[config.mk]
export PLATFORM = sky130hd
export DESIGN_NAME = line_mem_arbiter
export DESIGN_NICKNAME = d
export VERILOG_FILES = /design/src/rtl/line_mem_arbiter.sv
export SDC_FILE = /design/constraint.sdc
export NUM_CORES = 1
export LEC_CHECK = 0
export ABC_AREA = 1
export ABC_CLOCK_PERIOD_IN_PS = 2100
export CAP_MARGIN = 30
export CORE_AREA = 2 2 290 292
export CTS_BUF_LIST = sky130_fd_sc_hd__clkbuf_4
export CTS_CLUSTER_DIAMETER = 30
export DETAILED_ROUTE_END_ITERATION = 10
export DIE_AREA = 0 0 292 294
export DONT_BUFFER_PORTS = 1
export HOLD_SLACK_MARGIN = 0.06
export PLACE_DENSITY_LB_ADDON = 0.15
export SKIP_LAST_GASP = 1
export SLEW_MARGIN = 20
export SYNTH_ARGS = -nofsm -noshare
export SYNTH_HDL_FRONTEND = slang
export SYNTH_SLANG_ARGS = --single-unit
[constraint.sdc]
create_clock -name clk -period 2.1 [get_ports clk]
set_clock_uncertainty 0.15 [all_clocks]
set_input_delay 0.315 -clock clk [delete_from_list [all_inputs] [get_ports clk]]
set_output_delay 0.315 -clock clk [all_outputs]
set_load 0.01 [all_outputs]
[src/rtl/line_mem_arbiter.sv]
// Arbitrates one 128-bit line memory between I-cache refill and D-cache refill/writeback.
// Define ARB_ROUND_ROBIN_EN for round-robin tie-breaking; default is fixed D-cache priority.
module line_mem_arbiter #(
    parameter int unsigned ADDR_W  = 32,
    parameter int unsigned LINE_W  = 128,
    parameter int unsigned TIMEOUT = 64
) (
    input  logic              clk,
    input  logic              rst,
    input  logic              i_req,
    input  logic [ADDR_W-1:0] i_addr,
    output logic [LINE_W-1:0] i_rdata,
    output logic              i_ack,
    input  logic              d_req,
    input  logic              d_we,
    input  logic [ADDR_W-1:0] d_addr,
    input  logic [LINE_W-1:0] d_wdata,
    output logic [LINE_W-1:0] d_rdata,
    output logic              d_ack,
    output logic              mem_req,
    output logic              WriteEnable,
    output logic [ADDR_W-1:0] memory_address,
    output logic [LINE_W-1:0] mem_writedata,
    input  logic [LINE_W-1:0] mem_readdata,
    input  logic              mem_ready,
    output logic              busy,
    output logic              timeout_err
);

    localparam int unsigned CNT_W = $clog2(TIMEOUT + 1);

    typedef enum logic [1:0] {ST_IDLE, ST_ISSUE, ST_WAIT} state_t;

    state_t            r_state, w_state_nx;
    logic [CNT_W-1:0]  r_cnt, w_cnt_nx;
    logic              r_sel_d, w_sel_d_nx;
    logic              r_last_d, w_last_d_nx;
    logic              r_mem_req, w_mem_req_nx;
    logic              r_we, w_we_nx;
    logic [ADDR_W-1:0] r_maddr, w_maddr_nx;
    logic [LINE_W-1:0] r_wdata, w_wdata_nx;
    logic              r_i_ack, w_i_ack_nx;
    logic              r_d_ack, w_d_ack_nx;
    logic [LINE_W-1:0] r_i_rdata, w_i_rdata_nx;
    logic [LINE_W-1:0] r_d_rdata, w_d_rdata_nx;
    logic              r_busy, w_busy_nx;
    logic              r_tmo, w_tmo_nx;

    logic              w_i_elig, w_d_elig, w_pick_d, w_done;
    logic [ADDR_W-1:0] w_addr_sel;
    logic [LINE_W-1:0] w_ret;

    // A requester still holding req during its own ack cycle must not be regranted.
    assign w_i_elig = i_req & ~r_i_ack;
    assign w_d_elig = d_req & ~r_d_ack;

`ifdef ARB_ROUND_ROBIN_EN
    assign w_pick_d = (w_i_elig & w_d_elig) ? ~r_last_d : w_d_elig;
`else
    assign w_pick_d = w_d_elig;
`endif

    assign w_addr_sel = w_pick_d ? d_addr : i_addr;

    always_comb begin
        w_state_nx   = r_state;
        w_cnt_nx     = r_cnt;
        w_sel_d_nx   = r_sel_d;
        w_last_d_nx  = r_last_d;
        w_mem_req_nx = 1'b0;
        w_we_nx      = r_we;
        w_maddr_nx   = r_maddr;
        w_wdata_nx   = r_wdata;
        w_i_ack_nx   = 1'b0;
        w_d_ack_nx   = 1'b0;
        w_i_rdata_nx = r_i_rdata;
        w_d_rdata_nx = r_d_rdata;
        w_tmo_nx     = r_tmo;
        w_done       = 1'b0;
        w_ret        = '0;

        case (r_state)
            ST_IDLE: begin
                if (w_i_elig | w_d_elig) begin
                    w_sel_d_nx   = w_pick_d;
                    w_last_d_nx  = w_pick_d;
                    w_mem_req_nx = 1'b1;
                    w_maddr_nx   = {w_addr_sel[ADDR_W-1:4], 4'b0000};
                    w_we_nx      = w_pick_d & d_we;
                    w_wdata_nx   = w_pick_d ? d_wdata : '0;
                    w_cnt_nx     = '0;
                    w_state_nx   = ST_ISSUE;
                end
            end
            ST_ISSUE: begin
                w_state_nx = ST_WAIT;
            end
            ST_WAIT: begin
                if (mem_ready) begin
                    w_ret  = mem_readdata;
                    w_done = 1'b1;
                end else if (r_cnt == CNT_W'(TIMEOUT - 1)) begin
                    w_tmo_nx = 1'b1;
                    w_done   = 1'b1;
                end else begin
                    w_cnt_nx = r_cnt + 1'b1;
                end
                if (w_done) begin
                    w_cnt_nx   = '0;
                    w_state_nx = ST_IDLE;
                    if (r_sel_d) begin
                        w_d_ack_nx   = 1'b1;
                        w_d_rdata_nx = w_ret;
                    end else begin
                        w_i_ack_nx   = 1'b1;
                        w_i_rdata_nx = w_ret;
                    end
                end
            end
            default: w_state_nx = ST_IDLE;
        endcase

        w_busy_nx = (w_state_nx != ST_IDLE);
    end

    always_ff @(posedge clk) begin
        if (rst) begin
            r_state   <= ST_IDLE;
            r_cnt     <= '0;
            r_sel_d   <= 1'b0;
            r_last_d  <= 1'b0;
            r_mem_req <= 1'b0;
            r_we      <= 1'b0;
            r_maddr   <= '0;
            r_wdata   <= '0;
            r_i_ack   <= 1'b0;
            r_d_ack   <= 1'b0;
            r_i_rdata <= '0;
            r_d_rdata <= '0;
            r_busy    <= 1'b0;
            r_tmo     <= 1'b0;
        end else begin
            r_state   <= w_state_nx;
            r_cnt     <= w_cnt_nx;
            r_sel_d   <= w_sel_d_nx;
            r_last_d  <= w_last_d_nx;
            r_mem_req <= w_mem_req_nx;
            r_we      <= w_we_nx;
            r_maddr   <= w_maddr_nx;
            r_wdata   <= w_wdata_nx;
            r_i_ack   <= w_i_ack_nx;
            r_d_ack   <= w_d_ack_nx;
            r_i_rdata <= w_i_rdata_nx;
            r_d_rdata <= w_d_rdata_nx;
            r_busy    <= w_busy_nx;
            r_tmo     <= w_tmo_nx;
        end
    end

    assign i_rdata        = r_i_rdata;
    assign i_ack          = r_i_ack;
    assign d_rdata        = r_d_rdata;
    assign d_ack          = r_d_ack;
    assign mem_req        = r_mem_req;
    assign WriteEnable    = r_we;
    assign memory_address = r_maddr;
    assign mem_writedata  = r_wdata;
    assign busy           = r_busy;
    assign timeout_err    = r_tmo;

endmodule
==> reports/metrics.json, run 1 <==
{
  "drt-total-wl": {"value": 77.8, "unit": "mm"},
  "worst_hold_path.num_cells": {"value": 1},
  "postSynthCellCount": {"value": 2817},
  "period_needed": {"value": 1.99, "unit": "ns"},
  "route.detailed.wl_per_inst": {"value": 17.6, "unit": "µm"},
  "startpoint_type": {"value": "flip-flop"},
  "synth_largest_area_cell": {"value": "dfxtp_1"},
  "regToRegSetupSlack": {"value": 0.11, "unit": "ns"},
  "rr_endpoint": {"value": "memory_address[23]"},
  "cts_root_buf": {"value": "clkbuf_4"},
  "clock_insertion_delay_worst_skew": {"value": 0.96, "unit": "ns"},
  "area_growth_from_synthesis_to_layout": {"value": 41.0, "unit": "%"},
  "number_of_synthesized_register_bits": {"value": 428},
  "die_height": {"value": 294, "unit": "µm"},
  "drive_gt1_frac": {"value": 0.113},
  "yosysSeqAreaShare": {"value": 0.471},
  "hold_path_end": {"value": "mem_writedata[53]"},
  "chipWidth": {"value": 292, "unit": "µm"},
  "fp.dieArea": {"value": 85800, "unit": "µm²"},
  "max-cap-violations": {"value": 0},
  "min-delay-path-class": {"value": "input pin to flip-flop"},
  "min_from": {"value": "rst"},
  "cts-root-to-sink-buffers": {"value": 3},
  "dp_slack": {"value": 0.121, "unit": "ns"},
  "synth_cell_types": {"value": 28},
  "cp.depth": {"value": 9},
  "place_congestion": {"value": 0.787},
  "post_route_clock_period_utilization": {"value": 0.949},
  "core_area": {"value": 82900, "unit": "µm²"},
  "fin_hold_ws": {"value": -0.758, "unit": "ns"},
  "ys_async_sr_fraction": {"value": 0},
  "synth_edf_count": {"value": 0},
  "max-vdd-ir-drop": {"value": 0.379, "unit": "mV"},
  "leakage": {"value": 12.3, "unit": "nW"},
  "post-route-worst-setup-slack": {"value": 0.106, "unit": "ns"},
  "fmax": {"value": 502, "unit": "MHz"},
  "ys.warnings.count": {"value": 0},
  "rows": {"value": 106},
  "tightest_slew": {"value": 0.784, "unit": "ns"},
  "dp_wirelength": {"value": 48.9, "unit": "mm"},
  "tritoncts_clock_tree": {"value": "built"},
  "path_buf_inv": {"value": 4},
  "cp_top_family": {"value": "buffers and inverters"},
  "criticalPathCategory": {"value": "flip-flop to flip-flop"},
  "total_number_of_nets_in_the_final_design": {"value": 3585},
  "power.density": {"value": 777, "unit": "nW/µm²"},
  "report.final.setup_viol": {"value": 0},
  "clock_tree.htree_level_count": {"value": 4},
  "synth_area_leaders": {"value": "dfxtp_1 (47%), nand2_1 (21%), nor2_1 (10%)"},
  "numCtsBuffers": {"value": 143},
  "run_status": {"value": "finished, violations left"},
  "critical_path.max_fanout": {"value": 21},
  "cp_data_required_time": {"value": 2.77, "unit": "ns"},
  "design_power_total": {"value": 19.9, "unit": "mW"},
  "post-synth-top-area-fraction": {"value": 0.471},
  "ranking_of_synthesized_cells_by_instance_count": {"value": "nand2_1 (995), nor2_1 (486), inv_1 (440), dfxtp_1 (428), a21oi_1 (138)"},
  "cp_data_arrival_time": {"value": 2.67, "unit": "ns"},
  "drc": {"value": 0},
  "placement.io_buffers": {"value": 0},
  "synth_most_common_cell": {"value": "nand2_1"},
  "number_of_antenna_violations_at_the_first_check_in_global_routing": {"value": 5},
  "ant_nets": {"value": 0},
  "crit_slowest_cell": {"value": "dlygate4sd3_1"},
  "drt_pass1_iterations": {"value": 6},
  "timing.slew.headroom": {"value": 0.476},
  "global_route_wire_length_before_repair": {"value": 112, "unit": "mm"},
  "regToRegStartpoint": {"value": "d_ack"},
  "crit_path_end_kind": {"value": "flip-flop"},
  "initial_core_util": {"value": 0.219},
  "timing.critical_path.mode_cell": {"value": "nand2_1"},
  "ios": {"value": 748},
  "vias": {"value": 18300},
  "detailedRoute.firstIterationViolations": {"value": 708},
  "critical_path.cell_chain": {"value": "inv_1 > nand2_1 > buf_6 > inv_6 > nand2_1 > dlygate4sd3_1 > nand2_1 > o21ai_0 > nor2_1"},
  "violations": {"value": "negative hold slack"},
  "reg2reg_depth": {"value": 9},
  "count_of_hold_buffers_inserted_by_post_cts_repair": {"value": 400},
  "grt_usage": {"value": 0.172},
  "largest_stage_delay_worst_path": {"value": 0.59, "unit": "ns"},
  "postSynth.topFlopCell": {"value": "dfxtp_1"},
  "mappedNetlistArea": {"value": 18200, "unit": "µm²"},
  "utilization": {"value": 0.309},
  "vias_in_the_first_global_route": {"value": 18500},
  "postSynthAreaPerCell": {"value": 6.46, "unit": "µm²"},
  "unrepaired_setup_endpoints_after_global_routing": {"value": "yes"},
  "global_route.overflow_total": {"value": 0},
  "tritoncts_num_sinks": {"value": 428},
  "finalHoldViolations": {"value": 141},
  "avgViaCountPerCell": {"value": 4.14},
  "grt_start_max_net_pins": {"value": 143},
  "drv_slew": {"value": 0},
  "path_clk_slew": {"value": 0.06, "unit": "ns"}
}
worst register-to-register path, delay by kind of cell (launching register included):
kind,cells,cell delay [ns]
AND/OR/NAND/NOR,4,0.37
AO/OA/AOI/OAI,1,0.16
buffers and inverters,4,0.87
flip-flops,1,0.34
layer usage:
layer / global-route usage / routed length, µm / up-vias / share of wire
li1: - / - / 9267 / -
met1: 0.185 / 30700 / 8151 / 0.39
met2: 0.290 / 37300 / 718 / 0.48
met3: 0.0728 / 7010 / 181 / 0.090
met4: 0.0841 / 2770 / 2 / 0.036
met5: 0 / 15 / - / 0.00019
worst max-delay path by stage:
stage,start,end,slack (ns)
finish,d_ack,memory_address[23],0.11
global route,d_ack,memory_address[23],-0.02
CTS,d_rdata[114],d_rdata[114],-0.05
detailed placement,r_cnt[1],d_rdata[113],0.12
global placement,r_cnt[1],i_rdata[99],0.13
floorplan,r_cnt[0],i_rdata[114],0.35
power breakdown:
group / switching (mW) / total (mW) / internal [mW]
Sequential: 0.490 / 8.98 / 8.49
Combinational: 1.34 / 2.41 / 1.07
Clock: 3.96 / 8.54 / 4.59
Total: 5.79 / 19.9 / 14.2
cells in the final DEF (no fill, tap or decap), types with 2 or more instances in the layout:
master | synthesis | layout
o21ai_0 | 31 | 29
nor2_4 | 1 | 3
inv_1 | 440 | 439
nand4_1 | 95 | 95
a21oi_1 | 138 | 138
dlygate4sd3_1 | 0 | 395
dfxtp_2 | 0 | 76
nor2_1 | 486 | 486
nand3_4 | 1 | 2
clkinv_2 | 0 | 7
nand2_2 | 3 | 2
clkinv_1 | 0 | 26
nand3_1 | 3 | 3
clkinvlp_4 | 0 | 2
inv_2 | 3 | 6
a31oi_1 | 2 | 2
clkbuf_4 | 0 | 193
conb_1 | 1 | 4
clkbuf_16 | 0 | 3
buf_6 | 3 | 3
o21ai_1 | 1 | 3
bufinv_16 | 0 | 3
dfxtp_1 | 428 | 350
buf_12 | 0 | 28
buf_4 | 4 | 38
dfxtp_4 | 0 | 2
nand2_1 | 995 | 995
buf_16 | 0 | 4
flip-flops by register name, indices dropped and copies added, names as in the netlist:
register	flops
d_rdata	128
i_rdata	128
mem_writedata	128
memory_address	28
r_cnt	7
r_state	2
WriteEnable	1
busy	1
d_ack	1
i_ack	1
mem_req	1
r_sel_d	1
timeout_err	1
cell families after synthesis:
family / count (synthesis) / share of synthesized area
compound gates: 174 / 0.0483
fa+ha+maj: 1 / 0.000688
buf+inv: 622 / 0.135
flops: 428 / 0.471
other cells: 1 / 0.000206
simple gates: 1591 / 0.345
through the flow:
step / cell area, µm² / std cells / setup TNS (ns)
final: 25700 / 4430 / 0
after floorplan: 18200 / 2820 / 0
after global routing: 25700 / 4430 / -0.0189
after global placement: 19600 / 3787 / 0
after CTS: 25500 / 4423 / -0.0480
after detailed placement: 19600 / 3787 / 0
final cells by class:
class	count	area [µm²]
antenna	1	2.50
timing repair buffer	472	5030
fill	9164	57200
clock buffer	193	1450
multi-input combinational	1770	7210
tap	1080	1350
sequential	428	8670
inverter	443	1680
clock inverter	43	262
what timing repair did:
action / 4_1_cts / 5_1_grt
setup buffers: 0 / 3
setup endpoints to repair: 76 / 93
gates cloned: 0 / 3
hold endpoints to repair: 428 / 141
pin swaps: 0 / 1
gates resized for setup: 79 / 14
Power figures use the tool's default switching activity.
==> run 2, diff against run 1 <==
--- a/config.mk
+++ b/config.mk
@@ -5,14 +5,13 @@
 export SDC_FILE = /design/constraint.sdc
 export NUM_CORES = 1
 export LEC_CHECK = 0
-export ABC_AREA = 1
 export ABC_CLOCK_PERIOD_IN_PS = 2100
 export CAP_MARGIN = 30
-export CORE_AREA = 2 2 290 292
+export CORE_AREA = 2 2 292 294
 export CTS_BUF_LIST = sky130_fd_sc_hd__clkbuf_4
 export CTS_CLUSTER_DIAMETER = 30
 export DETAILED_ROUTE_END_ITERATION = 10
-export DIE_AREA = 0 0 292 294
+export DIE_AREA = 0 0 294 296
 export DONT_BUFFER_PORTS = 1
 export HOLD_SLACK_MARGIN = 0.06
 export PLACE_DENSITY_LB_ADDON = 0.15
==> run 2 against run 1 <==
  * The run still ends with negative hold slack left
  * First-iteration DRC count decreased by 1.8%
  * Hold slack improved by 0.14 ns
  * Synthesized cell count decreased by 37%
  * Cell area decreased by 18%
  * Count of clock-buffer cells in the layout decreased by 7
  * Synthesized area decreased by 15%
  * Critical path type unchanged
  * Largest power group unchanged
==> reports/metrics.json, run 2 <==
{
  "timing.slew.headroom": {"value": 0.349, "change": "was 0.476"},
  "cp_data_required_time": {"value": 2.72, "unit": "ns", "change": "was 2.77 ns"},
  "critical_path.cell_chain": {"value": "or3b_4 > buf_12 > o21ai_1 > a21oi_1", "change": "was inv_1 > nand2_1 > buf_6 > inv_6 > nand2_1 > dlygate4sd3_1 > nand2_1 > o21ai_0 > nor2_1"},
  "grt_usage": {"value": 0.134, "change": "was 0.172"},
  "run_status": {"value": "finished, violations left", "change": "unchanged"},
  "dp_wirelength": {"value": 41.9, "unit": "mm", "change": "was 48.9 mm"},
  "largest_stage_delay_worst_path": {"value": 0.42, "unit": "ns", "change": "was 0.59 ns"},
  "placement.io_buffers": {"value": 0, "change": "unchanged"},
  "initial_core_util": {"value": 0.183, "change": "was 0.219"},
  "total_number_of_nets_in_the_final_design": {"value": 2398, "change": "was 3585"},
  "power_frac_clock": {"value": 0.454, "change": "was 0.429"},
  "number_of_synthesized_register_bits": {"value": 428, "change": "unchanged"},
  "commonest_non_fill_non_tap_cell_in_the_layout": {"value": "dfxtp_1", "change": "was nand2_1"},
  "path_clk_slew": {"value": 0.06, "unit": "ns", "change": "about the same"},
  "finalHoldViolations": {"value": 424, "change": "was 141"},
  "synth_largest_area_cell": {"value": "dfxtp_1", "change": "unchanged"},
  "global_route_wire_length_before_repair": {"value": 89.0, "unit": "mm", "change": "was 112 mm"},
  "postSynthAreaPerCell": {"value": 8.70, "unit": "µm²", "change": "was 6.46 µm²"},
  "report.final.setup_viol": {"value": 0, "change": "unchanged"},
  "clock_tree.htree_level_count": {"value": 4, "change": "unchanged"},
  "fin_hold_ws": {"value": -0.614, "unit": "ns", "change": "was -0.758 ns"},
  "utilization": {"value": 0.250, "change": "was 0.309"},
  "switching_share": {"value": 0.273, "change": "was 0.290"},
  "die_height": {"value": 296, "unit": "µm", "change": "was 294 µm"},
  "number_of_antenna_violations_at_the_first_check_in_global_routing": {"value": 4, "change": "was 5"},
  "place_congestion": {"value": 0.752, "change": "was 0.787"},
  "min-delay-path-class": {"value": "input pin to flip-flop", "change": "unchanged"},
  "power.density": {"value": 920, "unit": "nW/µm²", "change": "was 777 nW/µm²"},
  "ant_nets": {"value": 0, "change": "unchanged"},
  "critical_path.max_fanout": {"value": 129, "change": "was 21"},
  "dp_slack": {"value": -0.0357, "unit": "ns", "change": "was 0.121 ns"},
  "design_power_total": {"value": 19.4, "unit": "mW", "change": "was 19.9 mW"},
  "synth_most_common_cell": {"value": "dfxtp_1", "change": "was nand2_1"},
  "pwr-share-seq": {"value": 0.459, "change": "was 0.451"},
  "period_needed": {"value": 2.02, "unit": "ns", "change": "was 1.99 ns"},
  "net-switching-power": {"value": 5.28, "unit": "mW", "change": "was 5.79 mW"},
  "area_growth_from_synthesis_to_layout": {"value": 36.6, "unit": "%", "change": "was 41.0%"},
  "leakage": {"value": 7.32, "unit": "nW", "change": "was 12.3 nW"},
  "combinational_group_share_of_total_power": {"value": 0.087, "change": "was 0.121"},
  "grt_start_max_net_pins": {"value": 429, "change": "was 143"},
  "numCtsBuffers": {"value": 139, "change": "was 143"},
  "drt-total-wl": {"value": 63.8, "unit": "mm", "change": "was 77.8 mm"},
  "synth_area_leaders": {"value": "dfxtp_1 (56%), a21oi_1 (8.5%), a22oi_1 (6.3%)", "change": "was dfxtp_1 (47%), nand2_1 (21%), nor2_1 (10%)"},
  "ranking_of_synthesized_cells_by_instance_count": {"value": "dfxtp_1 (428), a21oi_1 (262), nand2_1 (260), nor2_1 (167), o21ai_0 (135)", "change": "was nand2_1 (995), nor2_1 (486), inv_1 (440), dfxtp_1 (428), a21oi_1 (138)"},
  "crit_slowest_cell": {"value": "or3b_4", "change": "was dlygate4sd3_1"},
  "drc": {"value": 0, "change": "unchanged"},
  "drive_gt1_frac": {"value": 0.138, "change": "was 0.113"},
  "ios": {"value": 748, "change": "unchanged"},
  "post-route-worst-setup-slack": {"value": 0.0761, "unit": "ns", "change": "was 0.106 ns"},
  "detailedRoute.firstIterationViolations": {"value": 695, "change": "was 708"},
  "tns": {"value": 0, "unit": "ns", "change": "unchanged"},
  "ys_async_sr_fraction": {"value": 0, "change": "unchanged"},
  "vias": {"value": 14400, "change": "was 18.3k"},
  "cts-root-to-sink-buffers": {"value": 3, "change": "unchanged"},
  "synth_cell_types": {"value": 35, "change": "was 28"},
  "tritoncts_num_sinks": {"value": 428, "change": "unchanged"},
  "core_area": {"value": 84200, "unit": "µm²", "change": "was 82900 µm²"},
  "cp_data_arrival_time": {"value": 2.64, "unit": "ns", "change": "was 2.67 ns"},
  "max-cap-violations": {"value": 0, "change": "unchanged"},
  "global_route.overflow_total": {"value": 0, "change": "unchanged"},
  "violations": {"value": "negative hold slack", "change": "unchanged"},
  "max-vdd-ir-drop": {"value": 0.380, "unit": "mV", "change": "was 0.379 mV"},
  "chipWidth": {"value": 294, "unit": "µm", "change": "was 292 µm"},
  "layout_common_cells": {"value": "dfxtp_1 (426), a21oi_1 (262), nand2_1 (260), dlygate4sd3_1 (254), clkbuf_4 (186)", "change": "was nand2_1 (995), nor2_1 (486), inv_1 (439), dlygate4sd3_1 (395), dfxtp_1 (350)"},
  "criticalPathCategory": {"value": "flip-flop to flip-flop", "change": "unchanged"},
  "synth_edf_count": {"value": 0, "change": "unchanged"},
  "unrepaired_setup_endpoints_after_global_routing": {"value": "no", "change": "was yes"},
  "cts_root_buf": {"value": "clkbuf_4", "change": "unchanged"},
  "crit_path_end_kind": {"value": "flip-flop", "change": "unchanged"},
  "tightest_slew": {"value": 0.976, "unit": "ns", "change": "was 0.784 ns"},
  "drv_slew": {"value": 0, "change": "unchanged"},
  "startpoint_type": {"value": "flip-flop", "change": "unchanged"},
  "fmax": {"value": 494, "unit": "MHz", "change": "was 502 MHz"},
  "mappedNetlistArea": {"value": 15400, "unit": "µm²", "change": "was 18200 µm²"},
  "post_route_clock_period_utilization": {"value": 0.964, "change": "was 0.949"},
  "post-synth-top-area-fraction": {"value": 0.556, "change": "was 0.471"},
  "yosysSeqAreaShare": {"value": 0.556, "change": "was 0.471"},
  "postSynthCellCount": {"value": 1771, "change": "was 2817"},
  "vias_in_the_first_global_route": {"value": 14200, "change": "was 18.5k"},
  "internal_power": {"value": 14.1, "unit": "mW", "change": "was 14.2 mW"},
  "fp.dieArea": {"value": 87000, "unit": "µm²", "change": "was 85800 µm²"},
  "clock_insertion_delay_worst_skew": {"value": 0.91, "unit": "ns", "change": "was 0.96 ns"},
  "drt_pass1_iterations": {"value": 5, "change": "was 6"},
  "postSynth.topFlopCell": {"value": "dfxtp_1", "change": "unchanged"},
  "route.detailed.wl_per_inst": {"value": 19.6, "unit": "µm", "change": "was 17.6 µm"},
  "rows": {"value": 107, "change": "was 106"},
  "tritoncts_clock_tree": {"value": "built", "change": "unchanged"},
  "ys.warnings.count": {"value": 0, "change": "unchanged"},
  "avgViaCountPerCell": {"value": 4.42, "change": "was 4.14"}
}
## run 2: cell types whose count changed after synthesis, moves of 26 or more
cell	change
buf_2	-40
o21ai_1	+122
nand4_1	-95
nand2_1	-735
a211oi_1	+29
mux2i_1	+28
o21ai_0	+104
a22oi_1	+130
inv_1	-437
buf_6	+26
a21oi_1	+124
nor2_1	-319
## run 2: worst max-delay path: cells and delay by family (launching register included)
family	cells	cell delay [ns]
simple gates	1	0.42
flops	1	0.34
compound gates	2	0.45
buf+inv	1	0.20
## run 2: final timing paths
kind / slack (ns) / from / cells past startpoint / endpoint
setup / recovery: 0.08 / r_state[1] / 4 / i_rdata[23]
setup reg to reg: 0.08 / r_state[1] / 4 / i_rdata[23]
hold / removal: -0.61 / rst / 1 / mem_writedata[100]
hold reg to reg: 0.37 / d_rdata[19] / 2 / d_rdata[19]
## run 2: metal layers
metal	share of wire	vias up	wire, µm	global-route usage
met4	0.029	0	1830	0.0635
met5	0	-	0	0
met3	0.11	105	6710	0.0621
met1	0.37	6827	23900	0.142
li1	-	6821	-	-
met2	0.49	663	31400	0.227
## run 2: kinds of logic (layout without fill, tap and decap cells)
family,Yosys count,count (layout),synth area share
simple gates,446,447,0.113
mux,28,28,0.0182
compound gates,689,689,0.252
buf+inv,178,569,0.0608
flops,428,428,0.556
fa+ha+maj,1,1,0.000812
other cells,1,8,0.000243
## run 2: layout make-up
cell class | instances | area [µm²]
fillers | 9243 | 63200
flip-flops and latches | 428 | 8570
multi-input cells | 1169 | 5980
repair buffers | 330 | 3340
clock buffers | 186 | 1400
well taps | 1090 | 1360
clock inverters | 50 | 387
inverters | 3 | 11.3
diodes | 4 | 10.0
## run 2: power by group through the flow
stage	registers [mW]	logic, mW	clock network [mW]
floorplan	8.92	0.996	0
global placement	9.07	1.19	0
detailed placement	9.06	1.22	0
CTS	8.89	1.58	9.21
global route	8.90	1.85	9.67
finish	8.88	1.68	8.80
## run 2: per-stage QoR
step | instances | instance area, µm²
after floorplan | 1774 | 15400
after detailed placement | 2753 | 16600
final | 3260 | 21100
after global routing | 3260 | 21100
after CTS | 3202 | 20500
after global placement | 2753 | 16600
## run 2: what timing repair did
item	in CTS	in global routing
gates cloned	0	3
endpoints found under the hold margin	428	427
endpoints found under the setup margin	23	23
pin swaps	0	5
gates resized for setup	3	4
setup buffers	0	10
hold buffers	213	41
==> run 3, diff against run 2 <==
--- a/config.mk
+++ b/config.mk
@@ -15,6 +15,8 @@
 export DONT_BUFFER_PORTS = 1
 export HOLD_SLACK_MARGIN = 0.06
 export PLACE_DENSITY_LB_ADDON = 0.15
+export RECOVER_POWER = 50
+export REMOVE_ABC_BUFFERS = 1
 export SKIP_LAST_GASP = 1
 export SLEW_MARGIN = 20
 export SYNTH_ARGS = -nofsm -noshare
==> run 3 against run 2 <==
  * The flow still finishes with violations (negative hold slack)
  * Cell count increased by 0.49%
  * Combinational power increased by 5%
  * Cell area increased by 1.3%
  * Largest power group unchanged
  * Critical path type unchanged
  * Setup slack improved by 0.012 ns
  * Critical path depth increased by 3
  * Critical endpoint is now d_rdata[29]
  * Fmax increased by 0.59%
  * First-iteration DRC count increased by 17%
  * Count of clock-buffer cells in the layout decreased by 10
  * Hold slack got worse by 0.031 ns
  * Sequential power about the same
  * Core utilization increased by 0.33 points
  * Power decreased by 2.9%
==> reports/metrics.json, run 3 (synthesized netlist as in run 2, its figures left out) <==
{
  "run_status": {"value": "finished, violations left", "change": "unchanged"},
  "violations": {"value": "negative hold slack", "change": "unchanged"},
  "tightest_slew": {"value": 0.886, "unit": "ns", "change": "was 0.976 ns"},
  "rows": {"value": 107, "change": "unchanged"},
  "finalHoldViolations": {"value": 425, "change": "was 424"},
  "cp_data_arrival_time": {"value": 2.63, "unit": "ns", "change": "was 2.64 ns"},
  "vias": {"value": 14500, "change": "was 14.4k"},
  "post_layout_nonfiller_instances": {"value": 3276, "change": "was 3260"},
  "max-cap-violations": {"value": 0, "change": "unchanged"},
  "avgViaCountPerCell": {"value": 4.44, "change": "was 4.42"},
  "tns": {"value": 0, "unit": "ns", "change": "unchanged"},
  "drt_pass1_iterations": {"value": 5, "change": "unchanged"},
  "regToRegSetupSlack": {"value": 0.09, "unit": "ns", "change": "was 0.08 ns"},
  "tritoncts_clock_tree": {"value": "built", "change": "unchanged"},
  "worst_hold_path.num_cells": {"value": 1, "change": "unchanged"},
  "unrepaired_setup_endpoints_after_global_routing": {"value": "yes", "change": "was no"},
  "grt_usage": {"value": 0.135, "change": "was 0.134"},
  "cp-startpoint": {"value": "r_cnt[0]", "change": "was r_state[1]"},
  "critical_path.max_fanout": {"value": 43, "change": "was 129"},
  "worstSetupEndpoint": {"value": "d_rdata[29]", "change": "was i_rdata[23]"},
  "drv_slew": {"value": 0, "change": "unchanged"},
  "number_of_antenna_violations_at_the_first_check_in_global_routing": {"value": 5, "change": "was 4"},
  "area_growth_from_synthesis_to_layout": {"value": 38.4, "unit": "%", "change": "was 36.6%"},
  "numCtsBuffers": {"value": 138, "change": "was 139"},
  "global_route_wire_length_before_repair": {"value": 89.2, "unit": "mm", "change": "was 89.0 mm"},
  "crit_path_end_kind": {"value": "flip-flop", "change": "unchanged"},
  "rr_endpoint": {"value": "d_rdata[29]", "change": "was i_rdata[23]"},
  "path_clk_slew": {"value": 0.06, "unit": "ns", "change": "about the same"},
  "cp_data_required_time": {"value": 2.72, "unit": "ns", "change": "about the same"},
  "fp.dieArea": {"value": 87000, "unit": "µm²", "change": "unchanged"},
  "placement.io_buffers": {"value": 0, "change": "unchanged"},
  "tritoncts_num_sinks": {"value": 428, "change": "unchanged"},
  "power.density": {"value": 882, "unit": "nW/µm²", "change": "was 920 nW/µm²"},
  "chipWidth": {"value": 294, "unit": "µm", "change": "unchanged"},
  "report.final.setup_viol": {"value": 0, "change": "unchanged"},
  "detailedRoute.firstIterationViolations": {"value": 811, "change": "was 695"},
  "post_route_clock_period_utilization": {"value": 0.958, "change": "was 0.964"},
  "max-vdd-ir-drop": {"value": 0.392, "unit": "mV", "change": "was 0.380 mV"},
  "timing.slew.headroom": {"value": 0.409, "change": "was 0.349"},
  "initial_core_util": {"value": 0.183, "change": "unchanged"},
  "post-route-worst-setup-slack": {"value": 0.0879, "unit": "ns", "change": "was 0.0761 ns"},
  "fmax": {"value": 497, "unit": "MHz", "change": "was 494 MHz"},
  "vias_in_the_first_global_route": {"value": 14300, "change": "was 14.2k"},
  "leakage": {"value": 7.48, "unit": "nW", "change": "was 7.32 nW"},
  "dp_wirelength": {"value": 41.3, "unit": "mm", "change": "was 41.9 mm"},
  "clock_insertion_delay_worst_skew": {"value": 0.89, "unit": "ns", "change": "was 0.91 ns"},
  "drive_gt1_frac": {"value": 0.129, "change": "was 0.138"},
  "core_area": {"value": 84200, "unit": "µm²", "change": "unchanged"},
  "grt_start_max_net_pins": {"value": 429, "change": "unchanged"},
  "cts-root-to-sink-buffers": {"value": 3, "change": "unchanged"},
  "route.detailed.wl_per_inst": {"value": 19.4, "unit": "µm", "change": "was 19.6 µm"},
  "min-delay-path-class": {"value": "input pin to flip-flop", "change": "unchanged"},
  "cts_root_buf": {"value": "clkbuf_4", "change": "unchanged"},
  "total_number_of_nets_in_the_final_design": {"value": 2429, "change": "was 2398"},
  "dp.cells": {"value": 2755, "change": "was 2753"},
  "die_height": {"value": 296, "unit": "µm", "change": "unchanged"},
  "layout_common_cells": {"value": "dfxtp_1 (423), dlygate4sd3_1 (294), a21oi_1 (262), nand2_1 (260), clkbuf_4 (176)", "change": "was dfxtp_1 (426), a21oi_1 (262), nand2_1 (260), dlygate4sd3_1 (254), clkbuf_4 (186)"},
  "startpoint_type": {"value": "flip-flop", "change": "unchanged"},
  "clock_tree.htree_level_count": {"value": 4, "change": "unchanged"},
  "global_route.overflow_total": {"value": 0, "change": "unchanged"},
  "commonest_non_fill_non_tap_cell_in_the_layout": {"value": "dfxtp_1", "change": "unchanged"},
  "drc": {"value": 0, "change": "unchanged"},
  "criticalPathCategory": {"value": "flip-flop to flip-flop", "change": "unchanged"},
  "fin_hold_ws": {"value": -0.645, "unit": "ns", "change": "was -0.614 ns"},
  "reg2reg_depth": {"value": 7, "change": "was 4"},
  "drt-total-wl": {"value": 63.7, "unit": "mm", "change": "was 63.8 mm"},
  "design_power_total": {"value": 18.8, "unit": "mW", "change": "was 19.4 mW"},
  "regToRegStartpoint": {"value": "r_cnt[0]", "change": "was r_state[1]"},
  "largest_stage_delay_worst_path": {"value": 0.33, "unit": "ns", "change": "was 0.42 ns"},
  "period_needed": {"value": 2.01, "unit": "ns", "change": "was 2.02 ns"},
  "ant_nets": {"value": 0, "change": "unchanged"},
  "critical_path.cell_chain": {"value": "ha_1 > nand3_2 > o31a_4 > buf_16 > buf_12 > o21ai_0 > a21oi_1", "change": "was or3b_4 > buf_12 > o21ai_1 > a21oi_1"},
  "crit_slowest_cell": {"value": "dfxtp_1", "change": "was or3b_4"},
  "dp_slack": {"value": 0.0587, "unit": "ns", "change": "was -0.0357 ns"},
  "ios": {"value": 748, "change": "unchanged"},
  "place_congestion": {"value": 0.735, "change": "was 0.752"}
}
-- run 3: changes by cell type in the layout (fill, tap and decap cells not counted), sizes merged, moves of 2 or more --
cell,previous run,this run
buf,74,67
bufinv,6,4
clkbuf,188,178
clkinvlp,4,2
diode,4,2
dlygate4sd3,254,294
-- run 3: routing by layer --
| metal | GRT usage | routed length (µm) |
|---|---|---|
| met1 | 0.144 | 23500 |
| met2 | 0.226 | 31400 |
| met3 | 0.0624 | 6950 |
| met4 | 0.0648 | 1790 |
| met5 | 0 | 24 |
-- run 3: metrics by stage --
step           instance area [µm²]  hold slack [ns]   util
6_report                     21300           -0.645  0.253
5_1_grt                      21300           -0.843  0.253
4_1_cts                      20700           -0.855  0.246
3_5_place_dp                 16700            0.276  0.198
3_3_place_gp                 16700            0.273  0.198
2_1_floorplan                14500            0.234      -
-- run 3: repair_timing --
action	in CTS	in global routing
hold endpoints to repair	428	426
pin swaps	0	1
gates cloned	0	2
resized for setup	5	13
setup buffers	0	1
setup endpoints to repair	5	117
hold buffers	244	50
-- run 3: cell type report --
cell class | count | area, µm²
Antenna cell | 2 | 5.00
Tap cell | 1090 | 1360
Clock buffer | 176 | 1320
Multi-Input combinational cell | 1168 | 5960
Timing Repair Buffer | 363 | 3790
Inverter | 3 | 11.3
Sequential cell | 428 | 8570
Clock inverter | 46 | 307
Fill cell | 9181 | 62900
-- run 3: report_power, final --
part	switching (mW)	internal [mW]	total, mW	leakage (nW)
Sequential	0.441	8.45	8.89	3.48
Clock	3.78	4.38	8.16	0.964
Combinational	0.911	0.850	1.76	3.04
-- run 3: how the worst min path moves through the flow --
stage          start           end  slack [ns]
2_1_floorplan    rst          busy        0.23
3_3_place_gp     rst  i_rdata[119]        0.27
3_5_place_dp     rst  i_rdata[119]        0.28
5_1_grt          rst  i_rdata[119]       -0.84
6_report         rst  i_rdata[119]       -0.65
4_1_cts          rst   i_rdata[78]       -0.85
-- run 3: worst max-delay path: cells and delay by family (launching register included) --
family	cells	cell delay (ns)
AOI/OAI and AO/OA	3	0.63
adders and majority gates	1	0.20
buffers and inverters	2	0.42
DFF	1	0.33
and+or+nand+nor	1	0.12
